## src/rtl/fwd_hazard_unit.sv

```systemverilog
// Forwarding-select and stall generator for a 5-stage pipeline (D/E/M/W tags).
// Define FWD_HAZARD_FORWARD_EN to build the bypass network; otherwise dependencies stall until writeback.

`ifndef IROP
`define IROP  6'b000000
`endif
`ifndef IADDI
`define IADDI 6'b001000
`endif
`ifndef IANDI
`define IANDI 6'b001100
`endif
`ifndef IORI
`define IORI  6'b001101
`endif
`ifndef ILW
`define ILW   6'b100011
`endif
`ifndef ISW
`define ISW   6'b101011
`endif

// Resolves one source operand against the in-flight destination tags.
module fwd_hazard_src (
  input  logic       used,
  input  logic [4:0] src,
  input  logic [4:0] e_dst,
  input  logic       e_load,
  input  logic [4:0] m_dst,
  input  logic [4:0] w_dst,
  output logic [1:0] sel,
  output logic       hazard
);
  logic live;
  logic hit_e, hit_m, hit_w, load_use;

  assign live     = used && (src != 5'd0);
  assign hit_e    = live && (src == e_dst);
  assign hit_m    = live && (src == m_dst);
  assign hit_w    = live && (src == w_dst);
  assign load_use = hit_e && e_load;

  always_comb begin
    sel    = 2'b00;
    hazard = 1'b0;
`ifdef FWD_HAZARD_FORWARD_EN
    // A load in E has no data yet; anything else is bypassed, youngest first.
    hazard = load_use;
    if (hit_e && !e_load) sel = 2'b01;
    else if (hit_m)       sel = 2'b10;
    else if (hit_w)       sel = 2'b11;
`else
    hazard = load_use || hit_e || hit_m || hit_w;
`endif
  end
endmodule

module fwd_hazard_unit (
  input  logic       clk,
  input  logic       rst_n,
  input  logic [5:0] D_op,
  input  logic [4:0] D_rs,
  input  logic [4:0] D_rt,
  input  logic [4:0] d_dstE,
  output logic [1:0] fwdA,
  output logic [1:0] fwdB,
  output logic       stall,
  output logic       E_bubble
);
  localparam int NUM_SRC = 2;  // lane 0 = rs, lane 1 = rt

  logic [4:0] E_dst, M_dst, W_dst;
  logic       E_load, M_load;

  logic [NUM_SRC-1:0]      used, hazard;
  logic [NUM_SRC-1:0][4:0] src;
  logic [NUM_SRC-1:0][1:0] sel;
  logic                    unused_m_load;

  always_comb begin
    used = '0;
    case (D_op)
      `IROP, `ISW:                  used = 2'b11;
      `IADDI, `IANDI, `IORI, `ILW:  used = 2'b01;
      default:                      used = 2'b00;
    endcase
  end

  assign src = {D_rt, D_rs};

  generate
    for (genvar i = 0; i < NUM_SRC; i++) begin : g_src
      fwd_hazard_src u_src (
        .used   (used[i]),
        .src    (src[i]),
        .e_dst  (E_dst),
        .e_load (E_load),
        .m_dst  (M_dst),
        .w_dst  (W_dst),
        .sel    (sel[i]),
        .hazard (hazard[i])
      );
    end
  endgenerate

  assign stall    = |hazard;
  assign E_bubble = stall;
  assign fwdA     = stall ? 2'b00 : sel[0];
  assign fwdB     = stall ? 2'b00 : sel[1];

  // M_load travels with the M tag for downstream visibility only.
  assign unused_m_load = M_load;

  always_ff @(posedge clk or negedge rst_n) begin
    if (!rst_n) begin
      E_dst  <= 5'd0;
      E_load <= 1'b0;
      M_dst  <= 5'd0;
      M_load <= 1'b0;
      W_dst  <= 5'd0;
    end else begin
      if (stall) begin
        E_dst  <= 5'd0;
        E_load <= 1'b0;
      end else begin
        E_dst  <= d_dstE;
        E_load <= (D_op == `ILW);
      end
      M_dst  <= E_dst;
      M_load <= E_load;
      W_dst  <= M_dst;
    end
  end
endmodule

```

## config.mk

```make
export PLATFORM = sky130hd
export DESIGN_NAME = fwd_hazard_unit
export DESIGN_NICKNAME = d
export VERILOG_FILES = /design/src/rtl/fwd_hazard_unit.sv
export SDC_FILE = /design/constraint.sdc
export NUM_CORES = 1
export LEC_CHECK = 0
export CAP_MARGIN = 20
export CORE_MARGIN = 2
export CORE_UTILIZATION = 48
export DETAILED_ROUTE_END_ITERATION = 10
export MAX_ROUTING_LAYER = met4
export PLACE_DENSITY = 0.82
export RECOVER_POWER = 50
export SYNTH_ARGS = -nofsm -noshare
export SYNTH_HDL_FRONTEND = slang
export SYNTH_SLANG_ARGS = --single-unit
export TNS_END_PERCENT = 100
```

## constraint.sdc

```tcl
create_clock -name clk -period 3.3 [get_ports clk]
set_input_delay 0.66 -clock clk [delete_from_list [all_inputs] [get_ports clk]]
set_output_delay 0.66 -clock clk [all_outputs]
set_load 0.05 [all_outputs]
```

==> flow_summary.ini <==
[detailed_routing]
drt-pass1-iter-count = 4
dr_total_vias = 686
viasPerCell = 4.971
route.detailed.drc = 0
initialDrtViolationCount = 1
postRouteAntennaNets = 0
totalWireLength_mm = 1.833
drt-wirelength-per-cell_um = 13.28

[cts]
post_cts_hold_buffer_count = 0
cts.reportedPaths.clkPinSlew_ps = 80
cts-root-buf = sky130_fd_sc_hd__clkbuf_4
cts_tree = done
post_cts_resized = 0
clock_latency_ps = 290
h-tree-depth = 1
cts_buffers = 3
cts_sinks = 15
cts-root-to-sink-buffers = 2
post-cts-setup-buffers = 0

[place]
dp_hpwl_mm = 1.500
routabilityCongestion = 0.9240
pre_cts_slack_ps = 96.26
port_buffers = 24

[synth]
ys_types = 20
synth_warnings = 0
asyncSetResetFlopFracSynth_pct = 100.0
post_synth_instance_area_um2 = 912.1
post_synth.cell_area_avg_um2 = 10.99
ys_dominant_reg_cell = sky130_fd_sc_hd__dfrtp_1
synth_seq_area_share_pct = 41.15
synthCells = 83
synth_enable_flop_cells = 0
postSynthRegisterBits = 15

[die]
initial_utilization_pct = 51.70
design.core.area_mm2 = 0.001764
io_pins = 29
placement_rows = 15
dieWidth_um = 47.59
die_area_mm2 = 0.002265
floorplan.die.height_um = 47.59

[critical_path]
reg2reg_from = M_dst[2]
crit_path_start_kind = input pin
critical_path_capture_point_type = output pin
crit_end = stall
cp-startpoint = D_rs[0]
crit_type = in2out
required_ps = 2640
largest_fanout_on_the_critical_path = 6
crit_arrival_ps = 2540
r2r_end = E_dst[2]
r2r_slack_ps = 1690
rr_worst_depth = 6

[outcome]
status = completed

[global_route]
number_of_global_route_vias_before_repair = 699
overflow = 0
globalRouteTotalUtil_pct = 19.13
grt_antenna_before_repair = 0
grt_pass1_wl_mm = 2.794
grt_max_degree = 16

[job]
max_cap_viol_count = 0

[cells_and_area]
drive_gt1_share_pct = 14.16
nets_final = 137
nFillCells = 142
syn_to_final_growth_pct = 35.80
layout.cells.most_common = sky130_fd_sc_hd__clkdlybuf4s50_1
antenna-diode-count = 0
commonest_cells_after_routing_fill_and_taps_aside = sky130_fd_sc_hd__clkdlybuf4s50_1 (21), sky130_fd_sc_hd__xor2_1 (18), sky130_fd_sc_hd__dfrtp_1 (15)

[power_and_ir_drop]
netSwitchingFraction_pct = 28.72
vdd.ir_drop.worst_mv = 0.2430
p_per_area_mw_per_mm2 = 338.4
power.combinational.fraction_pct = 26.2
power_frac_seq_pct = 49.5
p_leak_uw = 0.0004824
total_switching_power_uw = 120.4
power_frac_clock_pct = 24.3
intPower_uw = 298.8

[sta]
layout_worst_path_cycle_share_pct = 96.92
final_clock_skew_ps = 5.389
worst_slack_ps = 101.6
report.final.slew_viol_count = 0
fmaxAchievable_mhz = 312.7
timing_worst_slew_pin_value_ps = 645.4
finalHoldViolations = 0
grt_setup_unrepaired = false
setup-violations-final = 0
final.min_clock_period_ps = 3198
timing.max_slew.rel_slack_pct = 56.83
setup-tns-final_ps = 0

[min_path]
class_of_the_worst_hold_path = reg2reg
[how the worst min path moves through the flow]
stage | from | to | slack, ps | cells past startpoint
2_1_floorplan | rst_n | E_dst[0] | 360 | 0
3_3_place_gp | M_dst[1] | W_dst[1] | 420 | 0
3_5_place_dp | M_dst[1] | W_dst[1] | 420 | 0
4_1_cts | M_dst[1] | W_dst[1] | 440 | 0
5_1_grt | M_dst[1] | W_dst[1] | 450 | 0
6_report | M_dst[1] | W_dst[1] | 440 | 0
[cell type report]
type	count	area [um2]	area share, %
clock buffer	4	26.28	2.121
multi-input combinational	66	515.5	41.62
sequential	15	375.4	30.30
tap	25	31.28	2.525
timing repair buffer	28	290.3	23.43
[power by group through the flow]
stage          Combinational [uW]  Clock (uW)  Sequential, uW
4_1_cts                       110         103             208
2_1_floorplan                62.7           0             209
3_3_place_gp                  108           0             211
5_1_grt                       120         113             209
6_report                      110         102             207
3_5_place_dp                  109           0             211
[flip-flops by register name, indices dropped and copies added (netlist names)]
register / flops
M_dst: 5
E_dst: 5
W_dst: 5
[per-stage QoR]
step           total power (uW)  instance area [um2]  cells  hold slack [ps]  util, %
3_3_place_gp              319.1                 1207    134            418.0    68.44
3_5_place_dp              320.4                 1207    134            422.6    68.44
4_1_cts                   420.4                 1234    138            442.3    69.93
2_1_floorplan             271.4                923.4     86            364.4        -
6_report                  419.2                 1239    138            442.3    70.21
5_1_grt                   441.9                 1239    138            454.3    70.21
[cell usage after synthesis (all sizes together) (2+ instances only)]
master | n | share of area [%]
buf | 5 | 4.1
nor3 | 8 | 4.9
nor3b | 5 | 4.1
nand3 | 6 | 4.9
or4 | 2 | 1.6
dfrtp | 15 | 41
xor2 | 18 | 17
xnor2 | 12 | 12
nor2 | 3 | 1.2
[cells by family (layout without fill, tap and decap cells)]
logic type	Yosys count	in the layout	share of synthesized area [%]
buffers and inverters	5	32	4.116
xor gates and xnor gates	30	30	28.81
muxes	1	1	1.097
AOI/OAI and AO/OA	4	4	5.760
and+or+nand+nor	27	27	18.66
DFF	15	15	41.15
other	1	4	0.4111
[worst max-delay path: stages]
cell	delay, ps
sky130_fd_sc_hd__clkdlybuf4s50_1	520
sky130_fd_sc_hd__or4_1	550
sky130_fd_sc_hd__nor2_1	110
sky130_fd_sc_hd__a2111o_1	160
sky130_fd_sc_hd__a31oi_4	60
sky130_fd_sc_hd__or2_1	310
sky130_fd_sc_hd__buf_12	180
[per-layer routing]
layer | up-vias | global-route usage (%) | part of all wire [%]
li1 | 335 | - | -
met1 | 306 | 20.05 | 39
met2 | 36 | 32.70 | 47
met3 | 9 | 2.642 | 9.0
met4 | 0 | 13.51 | 4.2
met5 | - | - | 0
(Power assumes the default switching activity.)
==> edit 1: new RTL, same settings <==
Build with the macro `FWD_HAZARD_FORWARD_EN` defined.
--- a/src/rtl/fwd_hazard_unit.sv
+++ b/src/rtl/fwd_hazard_unit.sv
@@ -2,2 +2,4 @@
 // Define FWD_HAZARD_FORWARD_EN to build the bypass network; otherwise dependencies stall until writeback.
+
+`define FWD_HAZARD_FORWARD_EN
 
Function: changed (a bounded check fails within 4 cycles, from zero or initial values and one cycle with rst_n low).
==> edit 1 against the original RTL <==
Wire length is 25% higher. Global-route usage is 2.7 points higher. Sequential power is 4% higher. Critical path depth is 1 higher. Core utilization is 5.8 points higher. Combinational power is 7% lower. Clock power is 21% higher. Synthesized area is 5.1% higher. Power is 5.3% higher. Setup slack worse by 0.078 ns. Sequential cell count is 1 higher. Design area is 18% higher. Count of clock-buffer cells in the layout stayed put.
==> edit 1: results (changes against the original RTL) <==
.. list-table::
   :header-rows: 1

   * - Metric
     - Value
   * - Source of the worst hold timing path
     - E_dst[2]$_DFF_PN0_ (was M_dst[1]$_DFF_PN0_)
   * - Final weighted congestion in routability-driven placement
     - 0.9010 (was 0.9240)
   * - Beginning of the worst register-to-register path
     - E_dst[4]$_DFF_PN0_ (was M_dst[2]$_DFF_PN0_)
   * - Input/output buffers
     - 28 (was 24)
   * - Minimum setup slack among reg-to-reg paths
     - 1.48 ns (was 1.69 ns)
   * - Number of distinct library cell variants in the gate-level netlist after synthesis
     - 23 (was 20)
   * - Worst rel slew slack
     - 53.64% (was 56.83%)
   * - First-pass GRT wire length
     - 3.898 mm (was 2.794 mm)
   * - Status
     - complete, no violations (unchanged)
   * - Area fraction in compound gates after synthesis
     - 5.875% (was 5.761%)
   * - DR vias
     - 848 (was 686)
   * - Cell count after placement
     - 159 (was 134)
   * - Final setup skew
     - 0.001508 ns (was 0.005389 ns)
   * - Leading cell types by count after synthesis
     - 16 x dfrtp_1, 16 x xor2_1, 14 x xnor2_1 (was 18 x xor2_1, 15 x dfrtp_1, 12 x xnor2_1)
   * - Delay of the slowest critical-path stage
     - 0.44 ns (was 0.55 ns)
   * - Leak Pwr
     - 0.6075 nW (was 0.4824 nW)
   * - R2R Path End
     - E_load$_DFF_PN0_ (was E_dst[2]$_DFF_PN0_)
   * - VDD IR max
     - 0.3001 mV (was 0.2430 mV)
   * - Post-Synthesis Cells
     - 97 (was 83)
   * - CP max FO
     - 3 (was 6)
   * - Minimum setup slack after placement
     - 0.01457 ns (was 0.09626 ns)
   * - Xor and xnor fraction of the mapped netlist area
     - 27.42% (was 28.81%)
   * - Cell family contributing the most delay on the critical path
     - compound AO/OA/AOI/OAI gates (was simple AND/OR/NAND/NOR gates)
   * - Via-per-instance ratio
     - 5.202 (was 4.971)
   * - Largest net degree at the start of global routing
     - 17 (was 16)
   * - Most area-consuming cells after synthesis
     - dfrtp_1 42%, xor2_1 15%, xnor2_1 13%, nor3_1 4.7%, nor2_1 3.9% (was dfrtp_1 41%, xor2_1 17%, xnor2_1 12%, buf_4 4.1%, nor3b_1 4.1%)
   * - Sequential-to-total area share from yosys stat
     - 41.78% (was 41.15%)
   * - Wire per inst
     - 14.02 µm (was 13.28 µm)
   * - Hold_ws
     - 0.4465 ns (was 0.4423 ns)
-- edit 1: changes by cell type after synthesis, moves of 2 or more --
cell / change
xor2_1: -2
nand3_1: +4
xnor2_1: +2
inv_1: +6
nor2_1: +7
nor3_1: +2
buf_4: -4
nand3_2: -3
nor3b_1: -5
nor4_1: +2
-- edit 1: how the worst max path moves through the flow --
stage	cells past startpoint	from	slack, ns	to
after floorplan	5	D_rt[1]	0.05	fwdA[0]
after global placement	7	D_rt[1]	0.07	fwdA[1]
after detailed placement	7	D_rt[2]	0.01	fwdA[1]
after CTS	7	D_rt[1]	0.007	fwdA[1]
after global routing	7	D_rs[1]	-0.07	fwdB[0]
final	8	D_op[1]	0.02	fwdB[0]
-- edit 1: layout make-up --
class | instances | area (µm²) | area share (%)
multi-input cells | 74 | 579.3 | 39.67
flip-flops and latches | 16 | 400.4 | 27.42
repair buffers | 36 | 387.9 | 26.56
clock buffers | 4 | 36.28 | 2.485
well taps | 27 | 33.78 | 2.314
inverters | 6 | 22.52 | 1.542
-- edit 1: layer usage --
metal | GRT usage (%) | up-vias | wire, µm
met3 | 2.160 | 8 | 93
met5 | - | - | 0
met4 | 7.619 | 0 | 68
met1 | 26.36 | 398 | 954
met2 | 38.13 | 31 | 1169
li1 | - | 411 | -
-- edit 1: report_power, final --
group	total (mW)	leakage (nW)	internal (mW)	switching, mW
clock	0.123	0.0210	0.0670	0.0562
combinational	0.102	0.398	0.0561	0.0463
sequential	0.215	0.189	0.205	0.0101
==> edit 2: new RTL, same settings <==
Without the edit above. Reset style: synchronous (`rst_n`), changed in one clocked block.
--- a/src/rtl/fwd_hazard_unit.sv
+++ b/src/rtl/fwd_hazard_unit.sv
@@ -113,3 +113,3 @@
 
-  always_ff @(posedge clk or negedge rst_n) begin
+  always_ff @(posedge clk) begin
     if (!rst_n) begin
Function: differs if rst_n is asserted again (counterexample within 4 cycles, from zero or initial values and one cycle with rst_n low); with rst_n held inactive, the same outputs for 10 cycles.
==> edit 2 against the original RTL <==
Critical path depth stayed put. Power shrank 6.4%. Design area fell by 3.6%. Synthesized area fell by 2.3%. Setup slack got worse by 0.012 ns. Worst hold slack gained 0.073 ns. Sequential cell count stayed put. Wire length increased by 3.6%. Global-route usage grew 2.3 points. Critical path type unchanged. Highest routed layer unchanged.
==> edit 2: results (changes against the original RTL) <==
.. list-table::
   :header-rows: 1

   * - Metric
     - Value
   * - Status
     - complete, no violations (unchanged)
   * - Wire per inst
     - 12.58 µm (was 13.28 µm)
   * - DR vias
     - 743 (was 686)
   * - CP max FO
     - 4 (was 6)
   * - Hold/Removal Path Class
     - reg -> reg (unchanged)
   * - Setup Total Neg Slack
     - 0 ns (unchanged)
   * - Number of distinct library cell variants in the gate-level netlist after synthesis
     - 20 (unchanged)
   * - Leading cell types by count after synthesis
     - 15 x dfxtp_1, 15 x xnor2_1, 15 x xor2_1 (was 18 x xor2_1, 15 x dfrtp_1, 12 x xnor2_1)
   * - Maximum number of buffers from clock root to sink
     - 2 (unchanged)
   * - Number of buffers added for setup after CTS
     - 0 (unchanged)
   * - Sequential-to-total area share from yosys stat
     - 33.71% (was 41.15%)
   * - Tot GR Track Use
     - 21.43% (was 19.13%)
   * - DRC violation total after the first TritonRoute iteration
     - 9 (was 1)
   * - Clock slew at reported path FFs
     - roughly 0.09 ns
   * - Final weighted congestion in routability-driven placement
     - 0.8409 (was 0.9240)
   * - Most used flip-flop cell after synthesis
     - dfxtp_1 (was dfrtp_1)
   * - Share of flip-flops with an asynchronous set or reset
     - 0% (was 100.0%)
   * - Leak Pwr
     - 0.4765 nW (was 0.4824 nW)
   * - Vias in the first global route
     - 783 (was 699)
   * - Cells resized by post-CTS repair
     - 0 (unchanged)
   * - Clk_lat worst skew
     - 0.27 ns (was 0.29 ns)
   * - Fill cell count
     - 151 (was 142)
   * - CTS H-Tree Depth
     - 1 (unchanged)
   * - Share of post-route cells with drive strength above 1
     - 7.937% (was 14.16%)
   * - First-pass GRT wire length
     - 3.146 mm (was 2.794 mm)
   * - Net total in the final layout
     - 150 (was 137)
   * - Most area-consuming cells after synthesis
     - dfxtp_1 34%, xnor2_1 15%, xor2_1 15%, and2_1 7.0%, nor3_1 6.7% (was dfrtp_1 41%, xor2_1 17%, xnor2_1 12%, buf_4 4.1%, nor3b_1 4.1%)
   * - Number of detailed-routing iterations run before antenna repair
     - 4 (unchanged)
   * - Post-Synthesis Cells
     - 99 (was 83)
   * - Post-DP HPWL
     - 1.534 mm (was 1.500 mm)
   * - VDD IR max
     - 0.2746 mV (was 0.2430 mV)
   * - Post-Route WL
     - 1.899 mm (was 1.833 mm)
   * - Final setup skew
     - 0.005412 ns (was 0.005389 ns)
   * - Largest net degree at the start of global routing
     - 16 (unchanged)
   * - CTS tree
     - done (unchanged)
edit 2: cell types whose count changed in the layout (fill, tap and decap cells not counted), moves of 4 or more:
cell     before  now
dfrtp_1      15    0
dfxtp_1       0   15
and2_1        0    8
nor3_1        6   12
nor3b_1       5    0
nand2_1       1    5
nand3_1       3    7
edit 2: area by class of cell:
type                       instances  area, µm²  share of cell area, %
multi-input combinational         81      560.5                  46.96
sequential                        15      300.3                  25.16
timing repair buffer              26      275.3                  23.06
tap                               25      31.28                  2.621
clock buffer                       4      26.28                  2.201
edit 2: logic make-up after synthesis:
group                  after synthesis  share of synthesized area [%]
AO/OA/AOI/OAI                        6                          7.164
XOR/XNOR                            30                          29.50
buffers and inverters                6                          4.635
flip-flops                          15                          33.71
multiplexers                         1                          1.264
other                                1                         0.4209
AND/OR/NAND/NOR                     40                          23.32
edit 2: final timing paths:
kind | to | depth (start not counted) | slack [ns] | start
hold / removal | W_dst[1]$_SDFF_PN0_ | 1 | 0.52 | M_dst[1]$_SDFF_PN0_
setup reg to reg | E_dst[2]$_SDFF_PP0_ | 6 | 1.73 | E_dst[0]$_SDFF_PP0_
setup / recovery | stall | 7 | 0.09 | D_rt[0]
hold reg to reg | W_dst[1]$_SDFF_PN0_ | 1 | 0.52 | M_dst[1]$_SDFF_PN0_
edit 2: power breakdown:
group / total [mW] / internal (mW) / switching [mW] / leakage, nW
clock: 0.100 / 0.0468 / 0.0536 / 0.0150
combinational: 0.0960 / 0.0495 / 0.0465 / 0.338
sequential: 0.196 / 0.189 / 0.00741 / 0.123
edit 2: stage by stage:
step	utilization (%)	hold slack, ns	area [µm²]	total power [mW]	setup WS, ns
3_5_place_dp	66.88	0.5064	1167	0.2963	0.1251
2_1_floorplan	-	0.4907	902.1	0.2540	0.3206
5_1_grt	68.39	0.5362	1194	0.4129	0.007094
3_3_place_gp	66.88	0.4992	1167	0.2933	0.1494
4_1_cts	68.39	0.5188	1194	0.3964	0.08996
6_report	68.39	0.5151	1194	0.3923	0.08912
edit 2: routing by layer:
layer	vias to the layer above	track usage, %	routed length, µm
li1	375	-	-
met1	335	23.93	781
met2	29	36.99	965
met3	4	2.308	120
met4	0	11.67	32
met5	-	-	0
edit 2: critical path, stage by stage:
cell and delay [ns]:
clkdlybuf4s50_1 0.54, xor2_1 0.20, nor3_1 0.20, nand3_1 0.15
a311oi_4 0.36, or2_1 0.27, buf_12 0.17
